===== src/rtl/sfm_acc_ctrl_mc.sv =====
// ---------------------------------------------------------------------------
// sfm_acc_ctrl_mc
// Control FSM for a multi-channel accumulator that shares one pipelined FMA
// between N_CH channels, followed by an optional Newton-Raphson reciprocal
// of each channel's sum.
//
// A run goes through these steps:
//   - Accumulate addends.
//   - Drain the datapath.
//   - Reduce each channel's FMA_REGS in-flight partial sums down to one value.
//   - Unless acc_only_i is set, refine a reciprocal of that value through
//     FMA/MUL iteration pairs.
//
// Ports:
//   clk_i, rst_ni          clock, asynchronous active-low reset
//   clear_i                synchronous clear back to IDLE
//   addend_valid_i         datapath holds a valid addend
//   acc_finished_i         last addend has been issued
//   acc_only_i             skip the reciprocal stage
//   load_reciprocal_i      reciprocal loaded externally, go straight to FINISHED
//   n_iters_i              requested Newton-Raphson iterations (clamped)
//   datapath_empty_i       addend/factor FIFOs are empty
//   fma_o_valid_i          FMA result valid
//   inv_appr_valid_i       reciprocal first approximation ready
//   ch_sel_o               channel currently reduced/inverted
//   remaining outputs      single-cycle datapath controls and status flags
// ---------------------------------------------------------------------------
module sfm_acc_ctrl_mc #(
   parameter int unsigned N_CH          = 2,
   parameter int unsigned FMA_REGS      = 3,
   parameter int unsigned MAX_INV_ITERS = 3,
   parameter int unsigned COMB_INV      = 0,
   localparam int unsigned IW = (MAX_INV_ITERS > 0) ? $clog2(MAX_INV_ITERS + 1) : 1,
   localparam int unsigned CW = (N_CH > 1) ? $clog2(N_CH) : 1
) (
   input  logic          clk_i,
   input  logic          rst_ni,
   input  logic          clear_i,
   input  logic          addend_valid_i,
   input  logic          acc_finished_i,
   input  logic          acc_only_i,
   input  logic          load_reciprocal_i,
   input  logic [IW-1:0] n_iters_i,
   input  logic          datapath_empty_i,
   input  logic          fma_o_valid_i,
   input  logic          inv_appr_valid_i,
   output logic [CW-1:0] ch_sel_o,
   output logic          push_fma_res_o,
   output logic          disable_ready_o,
   output logic          reducing_o,
   output logic          inverting_o,
   output logic          inv_enable_o,
   output logic          den_enable_o,
   output logic          inv_fma_o,
   output logic          fma_inv_valid_o,
   output logic          first_inv_iter_o,
   output logic          new_inv_iter_o,
   output logic          acc_done_o,
   output logic          inv_done_o,
   output logic          res_valid_o,
   output logic          busy_o
);

   localparam int unsigned RW = $clog2(FMA_REGS + 1);

   typedef enum logic [2:0] {
      IDLE, COMPUTING, FINISHING, REDUCTION, INVERSION, INV_FMA, INV_MUL, FINISHED
   } state_e;

   state_e        state_q, state_d;
   logic [CW-1:0] ch_q, ch_d;
   logic [RW-1:0] inflight_q, inflight_d;
   logic          parity_q, parity_d;
   logic [IW-1:0] iter_cnt_q, iter_cnt_d;
   logic [IW-1:0] iters_q, iters_d;
   logic          start_inv;
   logic          advance;

   // State and counter registers.
   always_ff @(posedge clk_i or negedge rst_ni) begin
      if (!rst_ni) begin
         state_q    <= IDLE;
         ch_q       <= '0;
         inflight_q <= '0;
         parity_q   <= 1'b0;
         iter_cnt_q <= '0;
         iters_q    <= '0;
      end else begin
         state_q    <= state_d;
         ch_q       <= ch_d;
         inflight_q <= inflight_d;
         parity_q   <= parity_d;
         iter_cnt_q <= iter_cnt_d;
         iters_q    <= iters_d;
      end
   end

   // Next-state and output logic.
   // start_inv and advance are shared actions requested from several states.
   // They are resolved after the case statement, so every path that starts
   // an inversion or moves to the next channel behaves identically.
   always_comb begin
      state_d          = state_q;
      ch_d             = ch_q;
      inflight_d       = inflight_q;
      parity_d         = parity_q;
      iter_cnt_d       = iter_cnt_q;
      iters_d          = iters_q;
      push_fma_res_o   = 1'b0;
      disable_ready_o  = 1'b0;
      reducing_o       = 1'b0;
      inverting_o      = 1'b0;
      inv_enable_o     = 1'b0;
      den_enable_o     = 1'b0;
      inv_fma_o        = 1'b0;
      fma_inv_valid_o  = 1'b0;
      first_inv_iter_o = 1'b0;
      new_inv_iter_o   = 1'b0;
      acc_done_o       = 1'b0;
      inv_done_o       = 1'b0;
      res_valid_o      = 1'b0;
      start_inv        = 1'b0;
      advance          = 1'b0;
      busy_o           = (state_q != IDLE) && (state_q != FINISHED);

      if (clear_i) begin
         state_d    = IDLE;
         ch_d       = '0;
         inflight_d = '0;
         parity_d   = 1'b0;
         iter_cnt_d = '0;
         iters_d    = '0;
      end else begin
         case (state_q)
            IDLE: begin
               if (addend_valid_i) begin
                  state_d = COMPUTING;
               end else if (load_reciprocal_i) begin
                  state_d = FINISHED;
               end
            end
            COMPUTING: begin
               if (acc_finished_i) begin
                  state_d = FINISHING;
                  iters_d = (n_iters_i > IW'(MAX_INV_ITERS)) ? IW'(MAX_INV_ITERS) : n_iters_i;
               end
            end
            FINISHING: begin
               if (datapath_empty_i && !addend_valid_i) begin
                  push_fma_res_o = 1'b1;
                  reducing_o     = 1'b1;
                  state_d        = REDUCTION;
                  ch_d           = '0;
                  inflight_d     = RW'(FMA_REGS);
                  parity_d       = 1'b0;
               end
            end
            // Partial sums are combined pairwise.
            // The first result of each pair is pushed back into the FMA.
            // The second result retires one in-flight slot.
            // The last remaining slot with parity 0 holds the final sum.
            REDUCTION: begin
               reducing_o      = 1'b1;
               disable_ready_o = 1'b1;
               if (fma_o_valid_i) begin
                  if (inflight_q == RW'(1) && !parity_q) begin
                     acc_done_o   = 1'b1;
                     den_enable_o = 1'b1;
                     if (acc_only_i) begin
                        advance = 1'b1;
                     end else begin
                        inverting_o  = 1'b1;
                        inv_enable_o = 1'b1;
                        if (COMB_INV != 0) begin
                           start_inv = 1'b1;
                        end else begin
                           state_d = INVERSION;
                        end
                     end
                  end else if (!parity_q) begin
                     push_fma_res_o = 1'b1;
                     parity_d       = 1'b1;
                  end else begin
                     parity_d   = 1'b0;
                     inflight_d = inflight_q - RW'(1);
                  end
               end
            end
            INVERSION: begin
               inverting_o = 1'b1;
               if (inv_appr_valid_i) begin
                  start_inv = 1'b1;
               end
            end
            INV_FMA: begin
               inverting_o = 1'b1;
               if (fma_o_valid_i) begin
                  state_d         = INV_MUL;
                  fma_inv_valid_o = 1'b1;
               end
            end
            INV_MUL: begin
               inverting_o = 1'b1;
               if (fma_o_valid_i) begin
                  new_inv_iter_o = 1'b1;
                  iter_cnt_d     = iter_cnt_q + IW'(1);
                  if (iter_cnt_q + IW'(1) == iters_q) begin
                     inv_done_o = 1'b1;
                     advance    = 1'b1;
                  end else begin
                     state_d         = INV_FMA;
                     inv_fma_o       = 1'b1;
                     fma_inv_valid_o = 1'b1;
                  end
               end
            end
            FINISHED: begin
               res_valid_o = 1'b1;
               if (addend_valid_i) begin
                  state_d = COMPUTING;
                  ch_d    = '0;
               end
            end
            default: state_d = IDLE;
         endcase

         // A zero iteration count means the first approximation is already
         // the result, so the channel finishes immediately.
         if (start_inv) begin
            if (iters_q == '0) begin
               inv_done_o = 1'b1;
               advance    = 1'b1;
            end else begin
               state_d          = INV_FMA;
               iter_cnt_d       = '0;
               fma_inv_valid_o  = 1'b1;
               inv_fma_o        = 1'b1;
               first_inv_iter_o = 1'b1;
            end
         end

         if (advance) begin
            if (ch_q == CW'(N_CH - 1)) begin
               state_d = acc_only_i ? IDLE : FINISHED;
            end else begin
               ch_d       = ch_q + CW'(1);
               inflight_d = RW'(FMA_REGS);
               parity_d   = 1'b0;
               state_d    = REDUCTION;
            end
         end
      end
   end

   assign ch_sel_o = ch_q;

endmodule


===== config.mk =====
export PLATFORM = sky130hd
export DESIGN_NAME = sfm_acc_ctrl_mc
export DESIGN_NICKNAME = d
export VERILOG_FILES = /design/src/rtl/sfm_acc_ctrl_mc.sv
export SDC_FILE = /design/constraint.sdc
export NUM_CORES = 1
export LEC_CHECK = 0
export CORE_MARGIN = 4
export CORE_UTILIZATION = 29
export DETAILED_ROUTE_END_ITERATION = 7
export GPL_TIMING_DRIVEN = 0
export HOLD_SLACK_MARGIN = 0.12
export PLACE_DENSITY_LB_ADDON = 0.08
export SYNTH_ARGS = -nofsm -noshare
export SYNTH_HDL_FRONTEND = slang
export SYNTH_SLANG_ARGS = --single-unit

===== constraint.sdc =====
create_clock -name clk_i -period 2.1 [get_ports clk_i]
set_input_delay 0.42 -clock clk_i [delete_from_list [all_inputs] [get_ports clk_i]]
set_output_delay 0.42 -clock clk_i [all_outputs]
set_load 0.01 [all_outputs]

==> impl_metrics.yaml <==
status:
  run_status: "completed"
clock_network:
  clk_pin_slew_ns: 0.07
  htreeDepth: 1
  clk_latency_ns: 0.27
  clkSinkCount: 11
  numCtsBuffers: 3
  clock_path_buffers: 2
  clockRootBuffer: "clkbuf_4"
  cts_tree: "built"
placed_design:
  port_buffers: 26
  dp_hpwl_um: 2200
  place_congestion: 0.819
  dp_slack_ns: -0.772
pwr:
  switchingPower_mw: 0.422
  ir_worst_vdd_mv: 0.337
  p_seq_share_pct: 26.7
  internal_power_mw: 0.622
  power_density_mw_per_mm2: 686
  leakage_nw: 0.676
  switching_share_pct: 40.5
  pwr-share-comb_pct: 59.3
  clkPwrFrac_pct: 14.0
timing:
  rsz0062_at_grt: "yes"
  finalSetupViolations: 0
  fin_crit_sh_pct: 96.7
  worst_pin_slew_ns: 0.551
  max_freq_mhz: 492
  final_max_slew_viol_count: 0
  layout_min_cycle_time_ns: 2.03
  slew_headroom_pct: 63.2
  skew_ns: 0.00388
  hold_slack_ns: 0.504
  fin_ws_ns: 0.0694
  finalHoldViolations: 0
synthesis:
  synth_seq_cells: 11
  yosysWarnings: 0
  seq_area_frac_synth_pct: 27.5
  ys_async_sr_fraction_pct: 100
  netlist_area_mm2: 0.00100
  syn_inst: 119
  synth_edf_count: 0
  ys_types: 47
  synthFlopType: "dfrtp_1"
  synth_fp_nets: 132
  avgSynthCellArea_um2: 8.41
global_route:
  grt_pass1_wl_um: 5160
  grt_max_degree: 12
  antenna_found_initial: 0
  grt_pass1_vias: 1084
  overflow: 0
  grt_usage_pct: 15.2
critical_path:
  crit_type: "in -> out"
  cp-start-kind: "input pin"
  ff2ff_setup_slack_ns: 0.37
  r2r_cells: 6
  crit_arrival_ns: 1.61
  rr_startpoint: "iters_q[1]$_DFFE_PN0P_"
  crit_required_ns: 1.68
  crit_end: "reducing_o"
  path_max_fanout: 2
  endpoint_kind: "output port"
  r2r_end: "state_q[0]$_DFF_PN0_"
  cp-startpoint: "datapath_empty_i"
floorplan:
  die_w_um: 66.8
  start_util_pct: 30.0
  die-area_mm2: 0.00446
  die_h_um: 66.8
  rows: 21
  io_pins: 27
  core_mm2: 0.00334
detailed_routing:
  drt.antenna.violating_nets: 0
  wl_per_cell_um: 15.1
  routed_wl_um: 3130
  via_per_inst: 5.04
  first_pass_iters: 4
  vias: 1044
  drtIter0Drc: 29
  remaining_drc_errors: 0
final_layout:
  drive_above_1_share_pct: 36.6
  fill_cells: 371
  area_growth_pct: 52.1
  final_cell_mix: "buf_4, nor2_1, dfrtp_1, dlygate4sd2_1"
  num_antenna_cells: 0
  final_common_cell: "buf_4"
  final_net_count: 175
hold_path:
  min_path_type: "in -> async"
job:
  cap_viol_max_count: 0
## what timing repair did
action | 4_1_cts | 5_1_grt
gates cloned | 0 | 0
resized for setup | 63 | 13
pin swaps | 5 | 5
hold buffers | 0 | 0
setup endpoints to repair | 14 | 8
buffers inserted | 8 | 4
## layout make-up
class                           count  area (um2)  share of cell area [%]
Clock buffer                        4        26.3                    1.73
Tap cell                           46        57.6                    3.78
Timing Repair Buffer               38         314                    20.6
Buffer                             10        91.3                    6.00
Multi-Input combinational cell     93         738                    48.5
Inverter                            5        18.8                    1.23
Sequential cell                    11         277                    18.2
## synthesized netlist by cell type (2+ instances only)
cell | number | area (um2)
nor3b_1 | 3 | 22.5
buf_2 | 3 | 15.0
xnor2_1 | 2 | 17.5
buf_4 | 2 | 15.0
and4bb_2 | 2 | 25.0
clkbuf_1 | 3 | 11.3
a211oi_1 | 2 | 15.0
buf_1 | 2 | 7.51
nor2_1 | 13 | 48.8
and2b_1 | 2 | 15.0
a31oi_1 | 2 | 12.5
dfrtp_1 | 11 | 275
nor3_1 | 5 | 25.0
a21oi_1 | 7 | 35.0
nand3b_1 | 2 | 15.0
nand3_1 | 2 | 10.0
and3b_1 | 2 | 17.5
inv_1 | 5 | 18.8
mux2i_1 | 5 | 50.1
and3_1 | 3 | 18.8
o21ai_0 | 6 | 30.0
nand2_1 | 10 | 37.5
## cell families after synthesis
| family | count (synthesis) | synth area share [%] |
|---|---|---|
| AND/OR/NAND/NOR | 53 | 32.3 |
| AO/OA/AOI/OAI | 29 | 20.8 |
| buffers and inverters | 15 | 6.75 |
| flip-flops | 11 | 27.5 |
| multiplexers | 6 | 7.25 |
| XOR/XNOR | 4 | 4.25 |
| adder cells (fa/ha/maj) | 1 | 1.25 |
## how the worst min path moves through the flow
stage,from,cells after the start,slack [ns],endpoint
2_1_floorplan,rst_ni,0,0.12,ch_sel_o$_DFF_PN0_
3_3_place_gp,iters_q[0]$_DFFE_PN0P_,2,0.59,iters_q[0]$_DFFE_PN0P_
3_5_place_dp,iters_q[0]$_DFFE_PN0P_,2,0.59,iters_q[0]$_DFFE_PN0P_
4_1_cts,rst_ni,1,0.53,state_q[0]$_DFF_PN0_
5_1_grt,rst_ni,1,0.53,state_q[0]$_DFF_PN0_
6_report,rst_ni,1,0.50,state_q[0]$_DFF_PN0_
## power by group through the flow
stage               combinational, mW  sequential [mW]  clock [mW]
floorplan                       0.354            0.273           0
global placement                0.520            0.277           0
detailed placement              0.519            0.279           0
CTS                             0.584            0.277       0.157
global route                    0.670            0.284       0.169
finish                          0.619            0.279       0.146
## critical path, cell delays in order
cell             delay, ns
clkdlybuf4s50_1       0.47
a21oi_1               0.09
or3b_1                0.40
nor2_1                0.09
buf_2                 0.13
## routing by layer
metal	track usage, %	routed length, um
met1	19.9	1450
met2	25.1	1520
met3	4.05	151
met4	3.05	13
met5	0	0
## per-stage QoR
step / instance area (um2) / std cells / power, mW / util (%) / setup TNS [ns]
after detailed placement: 1320 / 191 / 0.798 / 39.5 / -5.78
after CTS: 1450 / 203 / 1.02 / 43.5 / 0
after global routing: 1520 / 207 / 1.12 / 45.6 / -0.0627
final: 1520 / 207 / 1.04 / 45.6 / 0
after floorplan: 1000 / 119 / 0.627 / - / 0
after global placement: 1320 / 191 / 0.797 / 39.5 / -5.72
## state kept, by name (all words and copies together) (netlist names)
name and flops:
ch_sel_o 1, inflight_q 2, iter_cnt_q 2, iters_q 2, parity_q 1, state_q 3
Note: power is estimated with default switching activity, not from simulation.
